## config.mk

```make
export PLATFORM = sky130hd
export DESIGN_NAME = game_timer_ctrl_flat
export DESIGN_NICKNAME = d
export VERILOG_FILES = /design/src/rtl/game_timer_if.sv /design/src/rtl/game_timer_ctrl.sv /design/src/flat_wrapper.sv
export SDC_FILE = /design/constraint.sdc
export NUM_CORES = 1
export LEC_CHECK = 0
export BUFFER_PORTS_ARGS = -buffer_cell sky130_fd_sc_hd__buf_2
export CAP_MARGIN = 15
export CORE_ASPECT_RATIO = 0.9
export CORE_MARGIN = 3
export CORE_UTILIZATION = 41
export DETAILED_ROUTE_END_ITERATION = 8
export HOLD_SLACK_MARGIN = 0.08
export PLACE_DENSITY = 0.6
export SYNTH_ARGS = -nofsm -noshare
export SYNTH_HDL_FRONTEND = slang
export SYNTH_SLANG_ARGS = --single-unit
```

## constraint.sdc

```tcl
create_clock -name pclk -period 2.56 [get_ports pclk]
set_input_delay 0.256 -clock pclk [delete_from_list [all_inputs] [get_ports pclk]]
set_output_delay 0.256 -clock pclk [all_outputs]
set_load 0.03 [all_outputs]
```

## src/rtl/game_timer_if.sv

```systemverilog
`default_nettype none
// ============================================================================
//  Module      : game_timer_if
//  Description : Control/status bundle between the game FSM (master) and the
//                round timer (slave).
//                master drives : start, stop, pause
//                slave drives  : game_timer, secs_left, secs_tens, secs_ones,
//                                sec_tick, time_up, busy, timer_state
//  Revision    : 1.0  initial release
// ============================================================================
interface game_timer_if;
   logic       start;        // one-cycle pulse, begins a round
   logic       stop;         // one-cycle pulse, aborts the round
   logic       pause;        // level, freezes the countdown
   logic       game_timer;   // high while secs_left != 0
   logic [6:0] secs_left;    // remaining seconds, binary
   logic [3:0] secs_tens;    // BCD tens digit of secs_left
   logic [3:0] secs_ones;    // BCD ones digit of secs_left
   logic       sec_tick;     // one-cycle pulse on each decrement
   logic       time_up;      // one-cycle pulse when the count reaches 0
   logic       busy;         // high in RUN or PAUSE
   logic [1:0] timer_state;  // IDLE=00 RUN=01 PAUSE=10 DONE=11

   modport master (
      output start, stop, pause,
      input  game_timer, secs_left, secs_tens, secs_ones,
             sec_tick, time_up, busy, timer_state
   );

   modport slave (
      input  start, stop, pause,
      output game_timer, secs_left, secs_tens, secs_ones,
             sec_tick, time_up, busy, timer_state
   );
endinterface
`default_nettype wire

```

## src/rtl/game_timer_ctrl.sv

```systemverilog
`default_nettype none
// ============================================================================
//  Module      : game_timer_ctrl
//  Description : Round countdown timer. Loads GAME_SECONDS, counts whole
//                seconds down from pclk, supports pause / abort / restart and
//                presents the remaining time in binary and BCD.
//  Ports       : pclk   - pixel clock, all logic on the rising edge
//                rst_d  - synchronous active-high reset
//                tmr    - game_timer_if.slave (start/stop/pause in,
//                         countdown status out; all outputs registered)
//  Parameters  : CLK_FREQ     - pclk cycles per second
//                GAME_SECONDS - round length, 1..99
//  Revision    : 1.0  initial release
// ============================================================================
module game_timer_ctrl #(
   parameter int CLK_FREQ     = 65_000_000,
   parameter int GAME_SECONDS = 60
) (
   input  wire          pclk,
   input  wire          rst_d,
   game_timer_if.slave  tmr
);

   // ------------------------------------------------------------------------
   // Constants
   // ------------------------------------------------------------------------
   localparam logic [1:0] S_IDLE  = 2'b00;
   localparam logic [1:0] S_RUN   = 2'b01;
   localparam logic [1:0] S_PAUSE = 2'b10;
   localparam logic [1:0] S_DONE  = 2'b11;

   // Prescaler only ever needs to hold 0..CLK_FREQ-1
   localparam int         PW        = (CLK_FREQ > 1) ? $clog2(CLK_FREQ) : 1;
   localparam logic [PW-1:0] PRE_TC = PW'(CLK_FREQ - 1);
   localparam logic [PW-1:0] PRE_ONE = PW'(1);

   localparam logic [6:0] SECS_INIT = 7'(GAME_SECONDS);
   localparam logic [3:0] TENS_INIT = 4'(GAME_SECONDS / 10);
   localparam logic [3:0] ONES_INIT = 4'(GAME_SECONDS % 10);

   // ------------------------------------------------------------------------
   // State and datapath registers
   // ------------------------------------------------------------------------
   logic [1:0]    state_q, state_d;
   logic [PW-1:0] pre_q,   pre_d;
   logic [6:0]    secs_q,  secs_d;
   logic [3:0]    tens_q,  tens_d;
   logic [3:0]    ones_q,  ones_d;
   logic          tick_q,  tick_d;
   logic          tup_q,   tup_d;
   logic          gt_q,    gt_d;
   logic          busy_q,  busy_d;

   logic          tc_w;       // prescaler at terminal count
   logic          last_w;     // the coming tick is the final one

   assign tc_w   = (pre_q == PRE_TC);
   assign last_w = (secs_q == 7'd1);

   // ------------------------------------------------------------------------
   // State register
   // ------------------------------------------------------------------------
   always_ff @(posedge pclk) begin
      if (rst_d) begin
         state_q <= S_IDLE;
      end else begin
         state_q <= state_d;
      end
   end

   // ------------------------------------------------------------------------
   // Next-state logic. Priority: stop > start > pause > terminal count.
   // ------------------------------------------------------------------------
   always_comb begin
      state_d = state_q;
      case (state_q)
         S_IDLE: begin
            if (!tmr.stop && tmr.start) begin
               state_d = S_RUN;
            end
         end
         S_RUN, S_PAUSE: begin
            // start is ignored mid-round
            if (tmr.stop) begin
               state_d = S_IDLE;
            end else if (tmr.pause) begin
               state_d = S_PAUSE;
            end else if (tc_w && last_w) begin
               state_d = S_DONE;
            end else begin
               state_d = S_RUN;
            end
         end
         S_DONE: begin
            if (tmr.stop) begin
               state_d = S_IDLE;
            end else if (tmr.start) begin
               state_d = S_RUN;
            end
         end
         default: state_d = S_IDLE;
      endcase
   end

   // ------------------------------------------------------------------------
   // Output / datapath next values
   // ------------------------------------------------------------------------
   always_comb begin
      pre_d  = pre_q;
      secs_d = secs_q;
      tens_d = tens_q;
      ones_d = ones_q;
      tick_d = 1'b0;
      tup_d  = 1'b0;

      case (state_q)
         S_RUN, S_PAUSE: begin
            if (tmr.stop) begin
               // abort wins over a coincident terminal count: no tick, no time_up
               pre_d  = '0;
               secs_d = SECS_INIT;
               tens_d = TENS_INIT;
               ones_d = ONES_INIT;
            end else if (tmr.pause) begin
               // hold everything; the held prescaler value resumes later so
               // every paused edge lengthens the current second by one cycle
               pre_d = pre_q;
            end else if (tc_w) begin
               pre_d = '0;
               if (secs_q != 7'd0) begin
                  tick_d = 1'b1;
                  tup_d  = last_w;
                  secs_d = secs_q - 7'd1;
                  if (ones_q == 4'd0) begin
                     ones_d = 4'd9;
                     tens_d = tens_q - 4'd1;
                  end else begin
                     ones_d = ones_q - 4'd1;
                  end
               end
            end else begin
               // a resume edge (PAUSE with pause low) also advances
               pre_d = pre_q + PRE_ONE;
            end
         end
         S_DONE: begin
            pre_d = '0;
            if (tmr.stop || tmr.start) begin
               secs_d = SECS_INIT;
               tens_d = TENS_INIT;
               ones_d = ONES_INIT;
            end
         end
         default: begin
            // IDLE: counter parked at the round length, prescaler cleared
            pre_d  = '0;
            secs_d = SECS_INIT;
            tens_d = TENS_INIT;
            ones_d = ONES_INIT;
         end
      endcase

      gt_d   = (secs_d != 7'd0);
      busy_d = (state_d == S_RUN) || (state_d == S_PAUSE);
   end

   // ------------------------------------------------------------------------
   // Datapath / output registers
   // ------------------------------------------------------------------------
   always_ff @(posedge pclk) begin
      if (rst_d) begin
         pre_q  <= '0;
         secs_q <= SECS_INIT;
         tens_q <= TENS_INIT;
         ones_q <= ONES_INIT;
         tick_q <= 1'b0;
         tup_q  <= 1'b0;
         gt_q   <= 1'b1;
         busy_q <= 1'b0;
      end else begin
         pre_q  <= pre_d;
         secs_q <= secs_d;
         tens_q <= tens_d;
         ones_q <= ones_d;
         tick_q <= tick_d;
         tup_q  <= tup_d;
         gt_q   <= gt_d;
         busy_q <= busy_d;
      end
   end

   assign tmr.game_timer  = gt_q;
   assign tmr.secs_left   = secs_q;
   assign tmr.secs_tens   = tens_q;
   assign tmr.secs_ones   = ones_q;
   assign tmr.sec_tick    = tick_q;
   assign tmr.time_up     = tup_q;
   assign tmr.busy        = busy_q;
   assign tmr.timer_state = state_q;

endmodule
`default_nettype wire

```

## src/flat_wrapper.sv

```systemverilog
// flat-port wrapper written by rule: the top's interface ports become plain ports
module game_timer_ctrl_flat 
#(
   parameter int CLK_FREQ     = 65_000_000,
   parameter int GAME_SECONDS = 60
)
  (pclk, rst_d, tmr_start, tmr_stop, tmr_pause, tmr_game_timer, tmr_secs_left, tmr_secs_tens, tmr_secs_ones, tmr_sec_tick, tmr_time_up, tmr_busy, tmr_timer_state);
  game_timer_if tmr_i ();
  input  wire pclk;
  input  wire rst_d;
  input wire logic [$bits(tmr_i.start)-1:0] tmr_start;
  input wire logic [$bits(tmr_i.stop)-1:0] tmr_stop;
  input wire logic [$bits(tmr_i.pause)-1:0] tmr_pause;
  output wire logic [$bits(tmr_i.game_timer)-1:0] tmr_game_timer;
  output wire logic [$bits(tmr_i.secs_left)-1:0] tmr_secs_left;
  output wire logic [$bits(tmr_i.secs_tens)-1:0] tmr_secs_tens;
  output wire logic [$bits(tmr_i.secs_ones)-1:0] tmr_secs_ones;
  output wire logic [$bits(tmr_i.sec_tick)-1:0] tmr_sec_tick;
  output wire logic [$bits(tmr_i.time_up)-1:0] tmr_time_up;
  output wire logic [$bits(tmr_i.busy)-1:0] tmr_busy;
  output wire logic [$bits(tmr_i.timer_state)-1:0] tmr_timer_state;
  assign tmr_i.start = tmr_start;
  assign tmr_i.stop = tmr_stop;
  assign tmr_i.pause = tmr_pause;
  assign tmr_game_timer = tmr_i.game_timer;
  assign tmr_secs_left = tmr_i.secs_left;
  assign tmr_secs_tens = tmr_i.secs_tens;
  assign tmr_secs_ones = tmr_i.secs_ones;
  assign tmr_sec_tick = tmr_i.sec_tick;
  assign tmr_time_up = tmr_i.time_up;
  assign tmr_busy = tmr_i.busy;
  assign tmr_timer_state = tmr_i.timer_state;
  game_timer_ctrl #(.CLK_FREQ(CLK_FREQ), .GAME_SECONDS(GAME_SECONDS)) u_core (.pclk(pclk), .rst_d(rst_d), .tmr(tmr_i));
endmodule
```

* Yosys cells after proc, flatten, opt, wreduce, memory -nomap -nowiden
Index checks and enable logic that the tools add are counted.
W data, S select, Z words.
** Word-level totals
- Bits in registers :: 47
- Latch bits :: 0
- Bits in writable memories :: 0
- Memory bits (read-only) :: 0
- Input bits :: 5
- Output and inout bits :: 21
- Word-level logic and storage cells :: 72
- Memories :: 0
** Operators by class
- Add/sub/neg operators :: 4
- $mul :: 0
- Divide/modulo/power cells :: 0
- Order comparisons :: 0
- Equal/unequal tests :: 12
- Shift operators :: 0
- Mux-type cells :: 29
- Bitwise logic cells :: 3
- Reduce and logical (&&, ||, !) cells :: 15
** Operators by type and width (number)
- $mux W4 :: 12
- $mux W7 :: 5
- $add A26 B1 Y26 const B :: 1
- $eq A26 B26 Y1 const B :: 1
- $mux W26 :: 1
- $pmux W4 S2 :: 2
- $pmux W7 S2 :: 1
- $reduce_bool A7 Y1 :: 2
- $mux W2 :: 6
- $ne A3 B2 Y1 const B :: 3
- $sub A4 B1 Y4 const B :: 2
- $eq A7 B1 Y1 const B :: 1
- $sub A7 B1 Y7 const B :: 1
- $eq A2 B2 Y1 const B :: 3
- $pmux W2 S3 :: 1
- $reduce_or A6 Y1 :: 1
- $reduce_and A5 Y1 :: 1
- $reduce_or A5 Y1 :: 1
- $eq A2 B1 Y1 const B :: 2
- $logic_not A4 Y1 :: 1
- $reduce_and A4 Y1 :: 1
- $ne A3 B3 Y1 const B :: 1
- $not A1 Y1 :: 3
- $reduce_or A3 Y1 :: 1
- other kinds (7) :: 9

* Logic depth before layout (Yosys ltp)
Gate-level depths: netlist of run 1.
- Depth after elaboration :: 8
- Gate-level depth with buffers :: 9
- Depth with buffers taken out :: 8

* Least setup slack after synthesis of run 1
Ideal clock, no wire load.
- Path type :: register to register
- Start point :: reg u_core.state_q[0] (netlist: u_core.tmr.timer_state[0])
- End point :: reg u_core.secs_q[4] (netlist: u_core.tmr.secs_left[4])
- Library setup time :: 127 ps
- Arrival :: 1954 ps
- Data required time :: 2433 ps
- Setup slack :: 479 ps
- Stages on the path, launching flop included :: 7
- Path buffers :: 1
- Clock period less this slack :: 2081 ps
- Cells stage by stage :: dfxtp_1 -> inv_1 -> ha_1 -> clkbuf_8 -> or2_2 -> a211o_1 -> or3_1
** Between the ends
- Word-level cells in the longest chain between the ends :: 3
- Elaborated cells on any way between the ends :: 5
- Classes of those cells :: eq/ne: 3; mux: 1; reduce/logical: 1
** Ends and longest elaborated chain
- start, declared :: line game_timer_ctrl.sv:44 : logic [1:0] state_q, state_d;
- start signal, assigned :: line game_timer_ctrl.sv:67 : state_q <= state_d;
- $eq A2 B1 Y1 or $eq A2 B2 Y1 (tied branches) :: line game_timer_ctrl.sv:116 : case (state_q)
- $reduce_or A2 Y1 :: line game_timer_ctrl.sv:116
- $pmux W7 S2 * :: line game_timer_ctrl.sv:116
- end signal, assigned :: line game_timer_ctrl.sv:182 : secs_q <= secs_d;
- end, declared :: line game_timer_ctrl.sv:46 : logic [6:0] secs_q, secs_d;
Mark *: on every way between the ends. The rest lies on a longest branch, timed or not.
A chain may end at the register's enable or synchronous reset.

* Final worst setup path of run 1
- Start point :: reg u_core.pre_q[0]
- End point :: reg u_core.ones_q[3] (netlist: u_core.tmr.secs_ones[3])
** Between the ends
- Word-level cells in the longest chain between the ends :: 3
** Ends and longest elaborated chain
- start, declared :: line game_timer_ctrl.sv:45 : logic [PW-1:0] pre_q, pre_d;
- start signal, assigned :: line game_timer_ctrl.sv:181 : pre_q <= pre_d;
- $eq A26 B26 Y1 :: line game_timer_ctrl.sv:57 : assign tc_w = (pre_q == PRE_TC);
- $ne A3 B2 Y1 (no source line)
- $reduce_and A4 Y1 (no source line)
- end signal, assigned :: line game_timer_ctrl.sv:184 : ones_q <= ones_d;
- end, declared :: line game_timer_ctrl.sv:48 : logic [3:0] ones_q, ones_d;
Every way passes these cells.

==> qor.yml, run 1 <==
finish:
  nFillCells: 633
  layout_commonest_cell: "dfxtp_1"
  nNetsFinal: 349
  layout_common_cells: "47 x dfxtp_1, 45 x nor2_1, 26 x nand2_1"
  drive_gt1_share_pct: 16.1
  num_antenna_cells: 0
  fin_area_mm2: 0.00295
  syn2layout_area_growth_pct: 10.6
clock_tree:
  clk_path_buf_depth: 2
  cts_buffers: 5
  clock-sinks: 47
  clockRootBuffer: "clkbuf_8"
  post_cts_buffers: 0
  cts.repair.resized: 0
  cts_tree: "yes"
  ctsHoldBuffers: 0
  clk_latency_ns: 0.30
  cts.clk_slew.worst_paths_ns: 0.09
  htreeDepth: 2
power:
  ir_drop_v: 0.000428
  p_total_uw: 1520
  p_per_area_mw_per_mm2: 516
  leakagePower_uw: 0.00110
place:
  hpwlAfterDp_mm: 4.21
  place_congestion: 0.939
  port_buffers: 25
  dpl_cell_area_mm2: 0.00281
die:
  rows: 27
  die_w_um: 91.0
  die-area_mm2: 0.00750
  fp.coreArea_mm2: 0.00622
  start_util_pct: 42.9
  num_io_pins: 26
  die_h_um: 82.5
sta:
  final.setup_skew_ns: 0.00752
  max_slew_margin_pct: 60.8
  min_period_ns: 2.26
  finalHoldViolCount: 0
  fin_crit_sh_pct: 88.3
  holdWs_ns: 0.342
  worst_pin_slew_ns: 0.587
  rsz0062_at_grt: "no"
  report.final.slew_viol_count: 0
  fin_tns_setup_ns: 0
  clock.fmax_ghz: 0.442
  setup_viol: 0
global_route:
  first_global_vias: 2059
  antenna_found_initial: 0
  grtUsageTotal_pct: 16.3
  grt_pass1_wl_mm: 10.0
  grt_max_degree: 27
  grt-ovfl-total: 0
synth:
  synth_edf_count: 0
  synth_area_mm2: 0.00266
  avgSynthCellArea_um2: 8.48
  ys_ff_latch: 47
  synth_fp_nets: 328
  synth_cell_types: 65
  ys_seq_area_share_pct: 35.3
  synth_ff_type: "dfxtp_1"
  synthCells: 314
  ys_async_sr_fraction_pct: 0
  yosys_warnings: 0
hold_path:
  hp-class: "in -> reg"
setup_path:
  path_max_fanout: 8
  critPathLaunchType: "register"
  crit_required_ns: 2.75
  path_class: "reg -> reg"
  cp-end-kind: "register"
  cp_data_arrival_time_ns: 2.45
drt:
  wire_per_inst_um: 13.9
  first_pass_iters: 5
  vias: 2276
  drc: 0
  ant_nets: 0
  viasPerCell: 5.38
  dr.first_iter.drc_count: 78
  finalWirelength_mm: 5.88
status:
  outcome: "finished clean"
job:
  cap_violations: 0
-- cells by family (layout without fill, tap and decap cells) --
family / count (synthesis) / in the layout / share of synthesized area, %
flip-flops: 47 / 47 / 35.3
AO/OA/AOI/OAI: 46 / 46 / 11.8
AND/OR/NAND/NOR: 156 / 156 / 32.8
adder cells (fa/ha/maj): 9 / 9 / 4.23
multiplexers: 3 / 3 / 1.22
XOR/XNOR: 26 / 26 / 8.55
buffers and inverters: 27 / 49 / 6.01
-- worst paths after layout --
path	from	end	slack, ns	cells past startpoint
min reg2reg	u_core.pre_q[16]	u_core.pre_q[16]	0.53	2
max reg2reg	u_core.pre_q[0]	u_core.tmr.secs_ones[3]	0.30	7
min	rst_d	u_core.tmr.busy	0.34	2
max	u_core.pre_q[0]	u_core.tmr.secs_ones[3]	0.30	7
-- cells in the mapped netlist (4+ instances only) --
| cell type | count | area, um^2 |
|---|---|---|
| ha_1 | 9 | 113 |
| nor4_1 | 4 | 25.0 |
| nor2b_1 | 7 | 43.8 |
| and3_1 | 5 | 31.3 |
| dfxtp_1 | 47 | 941 |
| a21oi_1 | 15 | 75.1 |
| inv_1 | 13 | 48.8 |
| xor2_1 | 17 | 149 |
| nor3_1 | 13 | 65.1 |
| xnor2_1 | 9 | 78.8 |
| and2_1 | 4 | 25.0 |
| nor2_1 | 45 | 169 |
| nand4_1 | 8 | 50.1 |
| o21ai_0 | 7 | 35.0 |
| clkbuf_1 | 7 | 26.3 |
| nand2_1 | 26 | 97.6 |
| or3_1 | 4 | 25.0 |
| nand3_1 | 12 | 60.1 |
-- power by group --
part / internal, uW / switching, uW
clock network: 390 / 263
logic: 39.6 / 76.5
registers: 739 / 11.1
-- metal layers --
metal / GRT usage (%) / vias to the layer above / part of all wire (%)
met3: 3.08 / 7 / 6.5
li1: - / 1149 / -
met4: 5.12 / 0 / 0.99
met5: 0 / - / 0
met1: 23.9 / 1046 / 51
met2: 24.2 / 74 / 42
-- state kept, by name (all words and copies together), names as in the netlist --
| signal | cells |
|---|---|
| u_core.tmr.game_timer | 1 |
| u_core.tmr.busy | 1 |
| u_core.tmr.sec_tick | 1 |
| u_core.tmr.time_up | 1 |
| u_core.tmr.secs_ones | 4 |
| u_core.pre_q | 26 |
| u_core.tmr.timer_state | 2 |
| u_core.tmr.secs_left | 7 |
| u_core.tmr.secs_tens | 4 |
-- through the flow --
step	cells	setup WS, ns	utilization (%)
floorplan	314	0.479	-
global placement	415	0.444	45.2
detailed placement	415	0.355	45.2
CTS	423	0.318	47.4
global route	423	0.00787	47.4
finish	423	0.300	47.4
-- final cells by class --
class,instances,area [um^2],area share (%)
sequential,47,941,31.9
tap,87,109,3.70
multi-input combinational,240,1560,53.1
clock inverter,3,67.6,2.29
timing repair buffer,28,148,5.01
inverter,13,48.8,1.66
clock buffer,5,68.8,2.34
-- worst max-delay path, stage by stage (launching register included) --
cell	delay [ns]
dfxtp_1	0.38
ha_1	0.21
nor4bb_1	0.24
and4_1	0.44
a31oi_4	0.20
nor2_2	0.28
nor2_1	0.07
a2111oi_1	0.32
Note: power is estimated with default switching activity, not from simulation.
==> run 2, diff against run 1 <==
--- a/config.mk
+++ b/config.mk
@@ -9,10 +9,10 @@
 export CAP_MARGIN = 15
 export CORE_ASPECT_RATIO = 0.9
 export CORE_MARGIN = 3
-export CORE_UTILIZATION = 41
+export CORE_UTILIZATION = 52
 export DETAILED_ROUTE_END_ITERATION = 8
 export HOLD_SLACK_MARGIN = 0.08
-export PLACE_DENSITY = 0.6
+export PLACE_DENSITY = 0.72
 export SYNTH_ARGS = -nofsm -noshare
 export SYNTH_HDL_FRONTEND = slang
 export SYNTH_SLANG_ARGS = --single-unit
==> qor.yml, run 2 (synthesized netlist as in run 1, its figures left out) <==
place:
  port_buffers: 25  # unchanged
  hpwlAfterDp_mm: 3.93  # was 4.21 mm
  place_congestion: 0.863  # was 0.939
finish:
  num_antenna_cells: 0  # unchanged
  top_register: "u_core.pre_q"  # unchanged
  layout_common_cells: "47 x dfxtp_1, 45 x nor2_1, 26 x nand2_1"  # unchanged
  layout_commonest_cell: "dfxtp_1"  # unchanged
  largest_reg_flops: 26  # unchanged
  syn2layout_area_growth_pct: 7.47  # was 10.6%
  drive_gt1_share_pct: 15.8  # was 16.1%
  nNetsFinal: 348  # was 349
setup_path:
  r2r_setup_slack_ns: 0.28  # was 0.30 ns
  startpoint: "u_core.pre_q[0]"  # unchanged
  cp-end-kind: "register"  # unchanged
  r2r-end: "u_core.tmr.secs_ones[3]"  # unchanged
  reg2reg_from: "u_core.pre_q[0]"  # unchanged
  crit_required_ns: 2.74  # was 2.75 ns
  critPathLaunchType: "register"  # unchanged
  path_max_fanout: 8  # unchanged
  cp_data_arrival_time_ns: 2.46  # was 2.45 ns
  path_class: "reg -> reg"  # unchanged
  ff2ff_path_depth: 7  # unchanged
clock_tree:
  ctsHoldBuffers: 0  # unchanged
  post_cts_buffers: 0  # unchanged
  clk_latency_ns: 0.30  # about the same
  htreeDepth: 2  # unchanged
  cts.clk_slew.worst_paths_ns: 0.10  # was 0.09 ns
  cts.repair.resized: 0  # unchanged
  clk_path_buf_depth: 2  # unchanged
  cts_buffers: 5  # unchanged
  cts_tree: "yes"  # unchanged
  clockRootBuffer: "clkbuf_8"  # unchanged
  clock-sinks: 47  # unchanged
die:
  die-area_mm2: 0.00602  # was 0.00750 mm^2
  rows: 24  # was 27
  start_util_pct: 54.4  # was 42.9%
  num_io_pins: 26  # unchanged
  fp.coreArea_mm2: 0.00489  # was 0.00622 mm^2
  die_w_um: 81.4  # was 91.0 um
  die_h_um: 73.9  # was 82.5 um
sta:
  worst_pin_slew_ns: 0.496  # was 0.587 ns
  fin_tns_setup_ns: 0  # unchanged
  holdWs_ns: 0.328  # was 0.342 ns
  finalHoldViolCount: 0  # unchanged
  setup_viol: 0  # unchanged
  max_slew_margin_pct: 66.6  # was 60.8%
  fin_crit_sh_pct: 88.9  # was 88.3%
  clock.fmax_ghz: 0.439  # was 0.442 GHz
  min_period_ns: 2.28  # was 2.26 ns
  final.setup_skew_ns: 0.0103  # was 0.00752 ns
  report.final.slew_viol_count: 0  # unchanged
  rsz0062_at_grt: "no"  # unchanged
drt:
  drc: 0  # unchanged
  vias: 2243  # was 2276
  finalWirelength_mm: 5.47  # was 5.88 mm
  wire_per_inst_um: 13.7  # was 13.9 um
  ant_nets: 0  # unchanged
  viasPerCell: 5.61  # was 5.38
  first_pass_iters: 4  # was 5
  dr.first_iter.drc_count: 164  # was 78
global_route:
  grt_pass1_wl_mm: 9.52  # was 10.0 mm
  grt_max_degree: 27  # unchanged
  grt-ovfl-total: 0  # unchanged
  grtUsageTotal_pct: 20.2  # was 16.3%
  antenna_found_initial: 0  # unchanged
  first_global_vias: 1984  # was 2059
power:
  seq_power_share_pct: 57.1  # was 49.4%
  p_per_area_mw_per_mm2: 459  # was 516 mW/mm^2
  pwr-share-comb_pct: 8.6  # was 7.6%
  ir_drop_v: 0.000259  # was 0.000428 V
  p_clk_share_pct: 34.3  # was 43.0%
  swShare_pct: 26.3  # was 23.1%
  switching_power_uw: 346  # was 351 uW
  leakagePower_uw: 0.00107  # was 0.00110 uW
  internal_power_uw: 968  # was 1170 uW
  p_total_uw: 1310  # was 1520 uW
hold_path:
  hold-path-endpoint: "u_core.tmr.secs_left[3]"  # was u_core.tmr.busy
  min_from: "tmr_stop"  # was rst_d
  hp-class: "in -> reg"  # unchanged
  hold_depth: 3  # was 2
status:
  outcome: "finished clean"  # unchanged
job:
  cap_violations: 0  # unchanged
-- run 2: cell count changes in the layout (fill, tap and decap cells not counted) --
cell        previous run  this run
clkinvlp_4             1         2
bufinv_16              2         0
clkinv_2               0         1
buf_4                  3         2
-- run 2: metal layers --
metal / up-vias / GRT usage (%) / wire [um]
li1: 1148 / - / -
met1: 1043 / 30.2 / 2780
met2: 45 / 28.1 / 2330
met3: 7 / 4.41 / 287
met4: 0 / 7.32 / 64
met5: - / 0 / 0
-- run 2: cell type report --
cell class              count  area [um^2]
inverters                  13         48.8
well taps                  65         81.3
fillers                   470         2030
multi-input cells         240         1560
clock inverters             3         20.0
clock buffers               5         68.8
repair buffers             27          140
flip-flops and latches     47          941
-- run 2: worst max path at each step --
stage | end | slack, ns | depth (start not counted)
finish | u_core.tmr.secs_ones[3] | 0.28 | 7
global route | u_core.tmr.secs_ones[3] | 0.02 | 7
CTS | u_core.tmr.secs_ones[3] | 0.32 | 7
detailed placement | u_core.tmr.secs_ones[3] | 0.34 | 7
global placement | u_core.tmr.secs_ones[3] | 0.40 | 7
floorplan | u_core.tmr.secs_left[4] | 0.48 | 6
-- run 2: worst max-delay path, stage by stage (launching register included) --
cell	delay (ns)
dfxtp_1	0.37
ha_1	0.20
nor4bb_1	0.26
and4_1	0.45
a31oi_4	0.20
nor2_2	0.29
nor2_1	0.07
a2111oi_1	0.33
-- run 2: power groups by stage --
stage / combinational (uW) / sequential (uW) / clock (uW)
floorplan: 81.7 / 780 / 0
global placement: 112 / 766 / 0
detailed placement: 112 / 766 / 0
CTS: 113 / 750 / 468
global route: 126 / 752 / 498
finish: 113 / 750 / 451
-- run 2: stage by stage --
stage	std cells	worst slack, ns	area (um^2)	util [%]
global route	400	0.0209	2860	58.5
finish	400	0.283	2860	58.5
floorplan	314	0.479	2660	-
global placement	392	0.397	2770	56.7
CTS	400	0.318	2860	58.5
detailed placement	392	0.339	2770	56.7
